===== src/rtl/vtu_cache_arbiter_pkg.sv =====
// Shared VTU types: block address/payload, requester id, and arbiter limits.
package vtu_cache_arbiter_pkg;

  localparam int unsigned VTU_ARB_MAX_REQ = 8;
  localparam int unsigned BLOCK_COORD_W   = 8;
  localparam int unsigned BLOCK_TYPE_W    = 8;

  typedef struct packed {
    logic [BLOCK_COORD_W-1:0] x;
    logic [BLOCK_COORD_W-1:0] y;
    logic [BLOCK_COORD_W-1:0] z;
  } BlockPos;

  typedef logic [BLOCK_TYPE_W-1:0] BlockType;

  typedef logic [$clog2(VTU_ARB_MAX_REQ)-1:0] ReqId;

endpackage


===== src/rtl/arb_tag_fifo.sv =====
// In-order tag FIFO tracking which requester owns each outstanding cache read.
// Push when full and pop when empty are ignored, so count never wraps.
module arb_tag_fifo #(
  parameter  int unsigned DEPTH = 4,
  parameter  int unsigned WIDTH = 3,
  localparam int unsigned CNT_W = $clog2(DEPTH + 1)
) (
  input  logic             clk_in,
  input  logic             rst_in,
  input  logic             push,
  input  logic [WIDTH-1:0] push_data,
  input  logic             pop,
  output logic [WIDTH-1:0] pop_data,
  output logic             full,
  output logic             empty,
  output logic [CNT_W-1:0] count
);

  localparam int unsigned AW = (DEPTH > 1) ? $clog2(DEPTH) : 1;

  logic [WIDTH-1:0] mem [DEPTH];
  logic [AW-1:0]    wr_ptr;
  logic [AW-1:0]    rd_ptr;
  logic [CNT_W-1:0] cnt;
  logic             do_push;
  logic             do_pop;

  function automatic logic [AW-1:0] ptr_inc(input logic [AW-1:0] p);
    return (p == AW'(DEPTH - 1)) ? '0 : p + AW'(1);
  endfunction

  assign do_push  = push && !full;
  assign do_pop   = pop && !empty;
  assign full     = (cnt == CNT_W'(DEPTH));
  assign empty    = (cnt == '0);
  assign count    = cnt;
  assign pop_data = mem[rd_ptr];

  always_ff @(posedge clk_in) begin
    if (!rst_in) begin
      wr_ptr <= '0;
      rd_ptr <= '0;
      cnt    <= '0;
    end else begin
      if (do_push) wr_ptr <= ptr_inc(wr_ptr);
      if (do_pop)  rd_ptr <= ptr_inc(rd_ptr);
      cnt <= cnt + CNT_W'(do_push) - CNT_W'(do_pop);
    end
  end

  // Storage needs no reset; pointers define validity.
  always_ff @(posedge clk_in) begin
    if (do_push) mem[wr_ptr] <= push_data;
  end

endmodule


===== src/rtl/vtu_cache_arbiter.sv =====
// Round-robin arbiter sharing one cache read port among VTU requesters.
// Define VTU_ARB_PERF_CNT_EN to add saturating grant/stall counters.
module vtu_cache_arbiter
  import vtu_cache_arbiter_pkg::*;
#(
  parameter int unsigned NUM_REQ         = 4,
  parameter int unsigned MAX_OUTSTANDING = 4
) (
  input  logic                clk_in,
  input  logic                rst_in,
  input  logic [NUM_REQ-1:0]  req_valid,
  input  BlockPos [NUM_REQ-1:0] req_addr,
  output logic [NUM_REQ-1:0]  req_ready,
  input  logic                cache_ready,
  output BlockPos             ram_addr,
  output logic                ram_read_enable,
  input  BlockType            ram_out,
  input  logic                ram_valid,
  output logic [NUM_REQ-1:0]  resp_valid,
  output BlockType            resp_data,
  output logic                busy_out,
`ifdef VTU_ARB_PERF_CNT_EN
  output logic [31:0]         grant_count_out,
  output logic [31:0]         stall_count_out,
`endif
  output logic                protocol_err_out
);

  localparam int unsigned CNT_W = $clog2(MAX_OUTSTANDING + 1);

  ReqId               rr_ptr;
  ReqId               rr_next;
  ReqId               grant_idx;
  ReqId               fifo_tag;
  BlockPos            grant_addr;
  logic [NUM_REQ-1:0] masked_req;
  logic [NUM_REQ-1:0] resp_valid_d;
  logic [CNT_W-1:0]   fifo_count;
  logic [CNT_W-1:0]   count_next;
  logic               fifo_full;
  logic               fifo_empty;
  logic               grant_en;
  logic               any_req;
  logic               transfer;
  logic               pop_ok;

  // Grant: lowest requester at/after rr_ptr, else lowest overall (wrap).
  always_comb begin
    masked_req = '0;
    grant_idx  = '0;
    req_ready  = '0;
    grant_addr = '0;
    any_req    = |req_valid;
    grant_en   = rst_in && cache_ready && !fifo_full;
    for (int i = 0; i < NUM_REQ; i++) begin
      masked_req[i] = req_valid[i] && (ReqId'(i) >= rr_ptr);
    end
    for (int i = NUM_REQ - 1; i >= 0; i--) begin
      if (req_valid[i]) grant_idx = ReqId'(i);
    end
    for (int i = NUM_REQ - 1; i >= 0; i--) begin
      if (masked_req[i]) grant_idx = ReqId'(i);
    end
    for (int i = 0; i < NUM_REQ; i++) begin
      req_ready[i] = grant_en && any_req && (grant_idx == ReqId'(i));
      if (grant_idx == ReqId'(i)) grant_addr = req_addr[i];
    end
  end

  assign transfer = |(req_valid & req_ready);
  assign pop_ok   = ram_valid && !fifo_empty;

  always_comb begin
    rr_next      = rr_ptr;
    resp_valid_d = '0;
    count_next   = fifo_count + CNT_W'(transfer) - CNT_W'(pop_ok);
    if (transfer) begin
      rr_next = (grant_idx == ReqId'(NUM_REQ - 1)) ? '0 : grant_idx + ReqId'(1);
    end
    for (int i = 0; i < NUM_REQ; i++) begin
      resp_valid_d[i] = pop_ok && (fifo_tag == ReqId'(i));
    end
  end

  arb_tag_fifo #(
    .DEPTH (MAX_OUTSTANDING),
    .WIDTH ($bits(ReqId))
  ) u_tag_fifo (
    .clk_in    (clk_in),
    .rst_in    (rst_in),
    .push      (transfer),
    .push_data (grant_idx),
    .pop       (ram_valid),
    .pop_data  (fifo_tag),
    .full      (fifo_full),
    .empty     (fifo_empty),
    .count     (fifo_count)
  );

  always_ff @(posedge clk_in) begin
    if (!rst_in) begin
      rr_ptr           <= '0;
      ram_read_enable  <= 1'b0;
      ram_addr         <= '0;
      resp_valid       <= '0;
      resp_data        <= '0;
      busy_out         <= 1'b0;
      protocol_err_out <= 1'b0;
    end else begin
      rr_ptr          <= rr_next;
      ram_read_enable <= transfer;
      if (transfer) ram_addr <= grant_addr;
      resp_valid      <= resp_valid_d;
      if (pop_ok) resp_data <= ram_out;
      busy_out        <= (count_next != '0);
      // Response with nothing outstanding is dropped and flagged until reset.
      if (ram_valid && fifo_empty) protocol_err_out <= 1'b1;
    end
  end

`ifdef VTU_ARB_PERF_CNT_EN
  always_ff @(posedge clk_in) begin
    if (!rst_in) begin
      grant_count_out <= '0;
      stall_count_out <= '0;
    end else begin
      if (transfer && (grant_count_out != '1)) grant_count_out <= grant_count_out + 32'd1;
      if (any_req && !transfer && (stall_count_out != '1)) stall_count_out <= stall_count_out + 32'd1;
    end
  end
`endif

endmodule


===== config.mk =====
export PLATFORM = sky130hd
export DESIGN_NAME = vtu_cache_arbiter
export DESIGN_NICKNAME = d
export VERILOG_FILES = /design/src/rtl/vtu_cache_arbiter_pkg.sv /design/src/rtl/arb_tag_fifo.sv /design/src/rtl/vtu_cache_arbiter.sv
export SDC_FILE = /design/constraint.sdc
export NUM_CORES = 1
export LEC_CHECK = 0
export CAP_MARGIN = 25
export CORE_ASPECT_RATIO = 1.25
export CORE_UTILIZATION = 42
export DETAILED_ROUTE_END_ITERATION = 10
export PLACE_DENSITY_LB_ADDON = 0.05
export SYNTH_ARGS = -nofsm -noshare
export SYNTH_HDL_FRONTEND = slang
export SYNTH_SLANG_ARGS = --single-unit

===== constraint.sdc =====
create_clock -name clk_in -period 7.5 [get_ports clk_in]
set_input_delay 0.75 -clock clk_in [delete_from_list [all_inputs] [get_ports clk_in]]
set_output_delay 0.75 -clock clk_in [all_outputs]
set_load 0.005 [all_outputs]

==> PnR_summary.wiki <==
{| class="wikitable"
! Metric !! Value
|-
| Port Buf Inserts || about 150
|-
| Dominant cells by area after synthesis || sky130_fd_sc_hd__dfxtp_1 (33%), sky130_fd_sc_hd__nand2_1 (12%), sky130_fd_sc_hd__mux2i_1 (8.3%), sky130_fd_sc_hd__edfxtp_1 (8.0%), sky130_fd_sc_hd__o221ai_1 (6.7%)
|-
| Worst hold margin || 0.455 ns
|-
| Hold buffers post-CTS || 0
|-
| Number of warnings printed during yosys synthesis || 0
|-
| Crit path arrival time || 4.74 ns
|-
| CTS clock-pin slew for the worst setup and hold paths || around 0.060 ns
|-
| Max Freq || between 0.2 and 0.25 GHz
|-
| Number of vias after detailed routing || 3024
|-
| Synth unique cells || 36
|-
| Filler cell count in the final layout || 602
|-
| Post-detailed-route count of antenna-violating nets || 0
|-
| Number of nets in the layout || 615
|-
| Slew headroom || 35.6%
|-
| Data required time of the worst path || 7.70 ns
|-
| Die width || approximately 78 um
|-
| Final hold viol count || 0
|-
| Period utilization || 60.5%
|-
| RSZ-0062 raised after global routing || no
|-
| Overall overflow remaining after global route || 0
|-
| Largest net degree at the start of global routing || 51
|-
| Post-Synthesis Net Count || 471
|-
| Core area || 6930 um2
|-
| Wirelength per Cell || roughly 15 um
|-
| Wire length of the first global-routing pass || 13200 um
|-
| Gate Count Post-Synth || roughly 350
|-
| Area leader, netlist || sky130_fd_sc_hd__dfxtp_1
|-
| Worst setup path category || primary input to flop
|-
| Wire length reported by the detailed router || roughly 8600 um
|-
| Worst clock skew on the final layout || 0.00684 ns
|-
| Layout area overhead || 58.8%
|-
| Via count normalized by instance count || 5.18
|-
| Floorplan die height || 96.6 um
|-
| Sink Count || 58
|-
| Max-capacitance violation count || 0
|-
| Leakage || 1.93 nW
|-
| Clock tree from TritonCTS || done
|-
| Count of flip-flops with a built-in enable after synthesis || 8
|-
| Final-layout setup total negative slack || 0 ns
|-
| Actual transition at the worst max-transition pin || 0.966 ns
|-
| # H-tree levels || 3
|-
| Dominant register cell in the synthesized netlist || sky130_fd_sc_hd__dfxtp_1
|-
| Netlist area before placement || 3010 um2
|-
| Max-slew violation count || 0
|-
| Fraction of final layout cells with drive strength greater than 1 || 4.05%
|-
| Post-synthesis average cell area || about 8.7 um2
|-
| Deepest clock path buffer count || 2
|-
| Element type at the critical path start || primary input
|-
| Row cnt || 34
|-
| Flip-flop and latch count after synthesis || 58
|-
| Count of inserted antenna diode cells || 0
|-
| Clock period minus worst slack || 4.54 ns
|-
| Hold WC Path Type || flop to flop
|-
| Largest fanout on the critical path || 50
|-
| Buffers inserted by post-CTS timing repair || 0
|-
| GRT Overall Usage || 23.2%
|-
| Worst setup EP type || flop
|-
| FFs w/ async S/R, synth || 0%
|-
| Peak ir drop on the vdd network || 0.126 mV
|-
| Half-perimeter wire length after placement || 6670 um
|-
| Final setup violation count || 0
|-
| DIE AREA || 7500 um2
|-
| Initial drt markers || 97
|-
| Clock insertion delay at the later pin of the skew report || 0.32 ns
|-
| Detailed-routing iteration count for the pre-antenna-repair pass || 4
|-
| Area share of the leading cell type in the synthesized netlist || between 30 and 40%
|-
| Cells resized by post-CTS repair || 0
|-
| Via count of the first global-routing pass || approximately 2900
|-
| Sequential element share of the synthesized area || 41.3%
|-
| Power Density || 223 nW/um2
|-
| Status || complete, no violations
|-
| Number of antenna violations at the first check in global routing || 0
|-
| Root buffer cell || sky130_fd_sc_hd__clkbuf_8
|-
| Routability cong. || 0.768
|-
| Post-layout power || 1.06 mW
|-
| TritonCTS Buffers || 9
|-
| Number of ports placed on the die boundary || 155
|-
| Count of unresolved DRC violations after routing || 0
|-
| Initial core utilization || 43.4%
|}
## logic make-up (layout without fill, tap and decap cells)
group                    count (synthesis)  count (layout)  synth area share [%]
AND/OR/NAND/NOR                        127             127                  17.6
multiplexers                            27              27                  9.82
flip-flops                              58              58                  41.3
buffers and inverters                   42             191                  5.91
XOR/XNOR                                 3               3                 0.874
AO/OA/AOI/OAI                           74              74                  18.2
adder cells (fa/ha/maj)                 14              14                  6.33
## report_power, final
part	internal, mW	switching, mW
Clock	0.151	0.113
Combinational	0.215	0.191
Sequential	0.364	0.0313
Total	0.730	0.335
## synthesized netlist by cell type, types with 3 or more instances
| cell type | count |
|---|---|
| sky130_fd_sc_hd__a21oi_1 | 16 |
| sky130_fd_sc_hd__and2_1 | 5 |
| sky130_fd_sc_hd__and3_1 | 3 |
| sky130_fd_sc_hd__buf_2 | 3 |
| sky130_fd_sc_hd__clkbuf_1 | 16 |
| sky130_fd_sc_hd__dfxtp_1 | 50 |
| sky130_fd_sc_hd__edfxtp_1 | 8 |
| sky130_fd_sc_hd__ha_1 | 12 |
| sky130_fd_sc_hd__inv_1 | 16 |
| sky130_fd_sc_hd__mux2i_1 | 25 |
| sky130_fd_sc_hd__nand2_1 | 96 |
| sky130_fd_sc_hd__nand3_1 | 4 |
| sky130_fd_sc_hd__nor2_1 | 10 |
| sky130_fd_sc_hd__nor4_1 | 3 |
| sky130_fd_sc_hd__o211ai_1 | 25 |
| sky130_fd_sc_hd__o221ai_1 | 23 |
## flip-flops by register name, indices dropped and copies added (netlist names), named ones only
| name | flops |
|---|---|
| busy_out | 1 |
| protocol_err_out | 1 |
| ram_addr | 24 |
| ram_read_enable | 1 |
| resp_data | 8 |
| resp_valid | 4 |
| rr_ptr | 2 |
| u_tag_fifo.count | 3 |
| u_tag_fifo.mem | 8 |
| u_tag_fifo.rd_ptr | 2 |
| u_tag_fifo.wr_ptr | 2 |
## area by class of cell
class | count | area [um2] | share of cell area [%]
Clock buffer | 12 | 135 | 2.83
Clock inverter | 4 | 42.5 | 0.891
Inverter | 18 | 67.6 | 1.41
Multi-Input combinational cell | 245 | 1590 | 33.4
Sequential cell | 58 | 1240 | 26.0
Tap cell | 90 | 113 | 2.36
Timing Repair Buffer | 157 | 1580 | 33.2
## path summary, 6_finish.rpt
check                                          startpoint                             end  slack, ns  depth (start not counted)
worst max-delay path                         req_valid[0]  u_tag_fifo.count[2]$_SDFF_PN0_       2.96                         15
worst min-delay path            resp_data[0]$_SDFFE_PN0P_       resp_data[0]$_SDFFE_PN0P_       0.45                          2
worst max register to register     rr_ptr[1]$_SDFFE_PN0N_  u_tag_fifo.count[2]$_SDFF_PN0_       3.38                         14
worst min register to register  resp_data[0]$_SDFFE_PN0P_       resp_data[0]$_SDFFE_PN0P_       0.45                          2
## metal layers
layer / track usage [%] / vias up / wire length (um)
li1: - / 1511 / -
met1: 23.9 / 1378 / 3180
met2: 44.0 / 121 / 4580
met3: 8.17 / 14 / 681
met4: 7.55 / 0 / 189
met5: 0 / - / 0
## worst max-delay path, cell delays in order
cell                              delay (ns)
sky130_fd_sc_hd__clkdlybuf4s50_1        0.49
sky130_fd_sc_hd__mux2i_1                0.17
sky130_fd_sc_hd__nor2_1                 0.05
sky130_fd_sc_hd__or3_1                  0.41
sky130_fd_sc_hd__inv_1                  0.21
sky130_fd_sc_hd__ha_2                   0.77
sky130_fd_sc_hd__a22oi_1                0.21
sky130_fd_sc_hd__nand2_1                0.26
sky130_fd_sc_hd__nand2_4                0.32
sky130_fd_sc_hd__inv_1                  0.28
sky130_fd_sc_hd__ha_1                   0.18
sky130_fd_sc_hd__inv_1                  0.05
sky130_fd_sc_hd__fa_1                   0.37
sky130_fd_sc_hd__xnor2_1                0.16
sky130_fd_sc_hd__nor2_1                 0.05
## cells in the final DEF, fill, tap and decap left out, types with 4 or more instances in the layout
cell                                n
sky130_fd_sc_hd__edfxtp_1           8
sky130_fd_sc_hd__dfxtp_1           50
sky130_fd_sc_hd__a21oi_1           16
sky130_fd_sc_hd__ha_1              11
sky130_fd_sc_hd__and2_1             5
sky130_fd_sc_hd__nor2_1             9
sky130_fd_sc_hd__nand3_1            4
sky130_fd_sc_hd__mux2i_1           25
sky130_fd_sc_hd__nand2_1           96
sky130_fd_sc_hd__inv_1             16
sky130_fd_sc_hd__clkdlybuf4s50_1  154
sky130_fd_sc_hd__clkbuf_8           9
sky130_fd_sc_hd__o221ai_1          23
sky130_fd_sc_hd__o211ai_1          25
sky130_fd_sc_hd__clkinv_1           4
## stage by stage
stage | std cells | util [%] | worst slack (ns) | cell area (um2)
floorplan | 345 | - | 4.23 | 3010
global placement | 567 | 65.9 | 2.76 | 4570
detailed placement | 567 | 65.9 | 2.62 | 4570
CTS | 583 | 68.5 | 2.93 | 4750
global route | 584 | 68.9 | 2.66 | 4780
finish | 584 | 68.9 | 2.96 | 4780
Note: power is estimated with default switching activity, not from simulation.
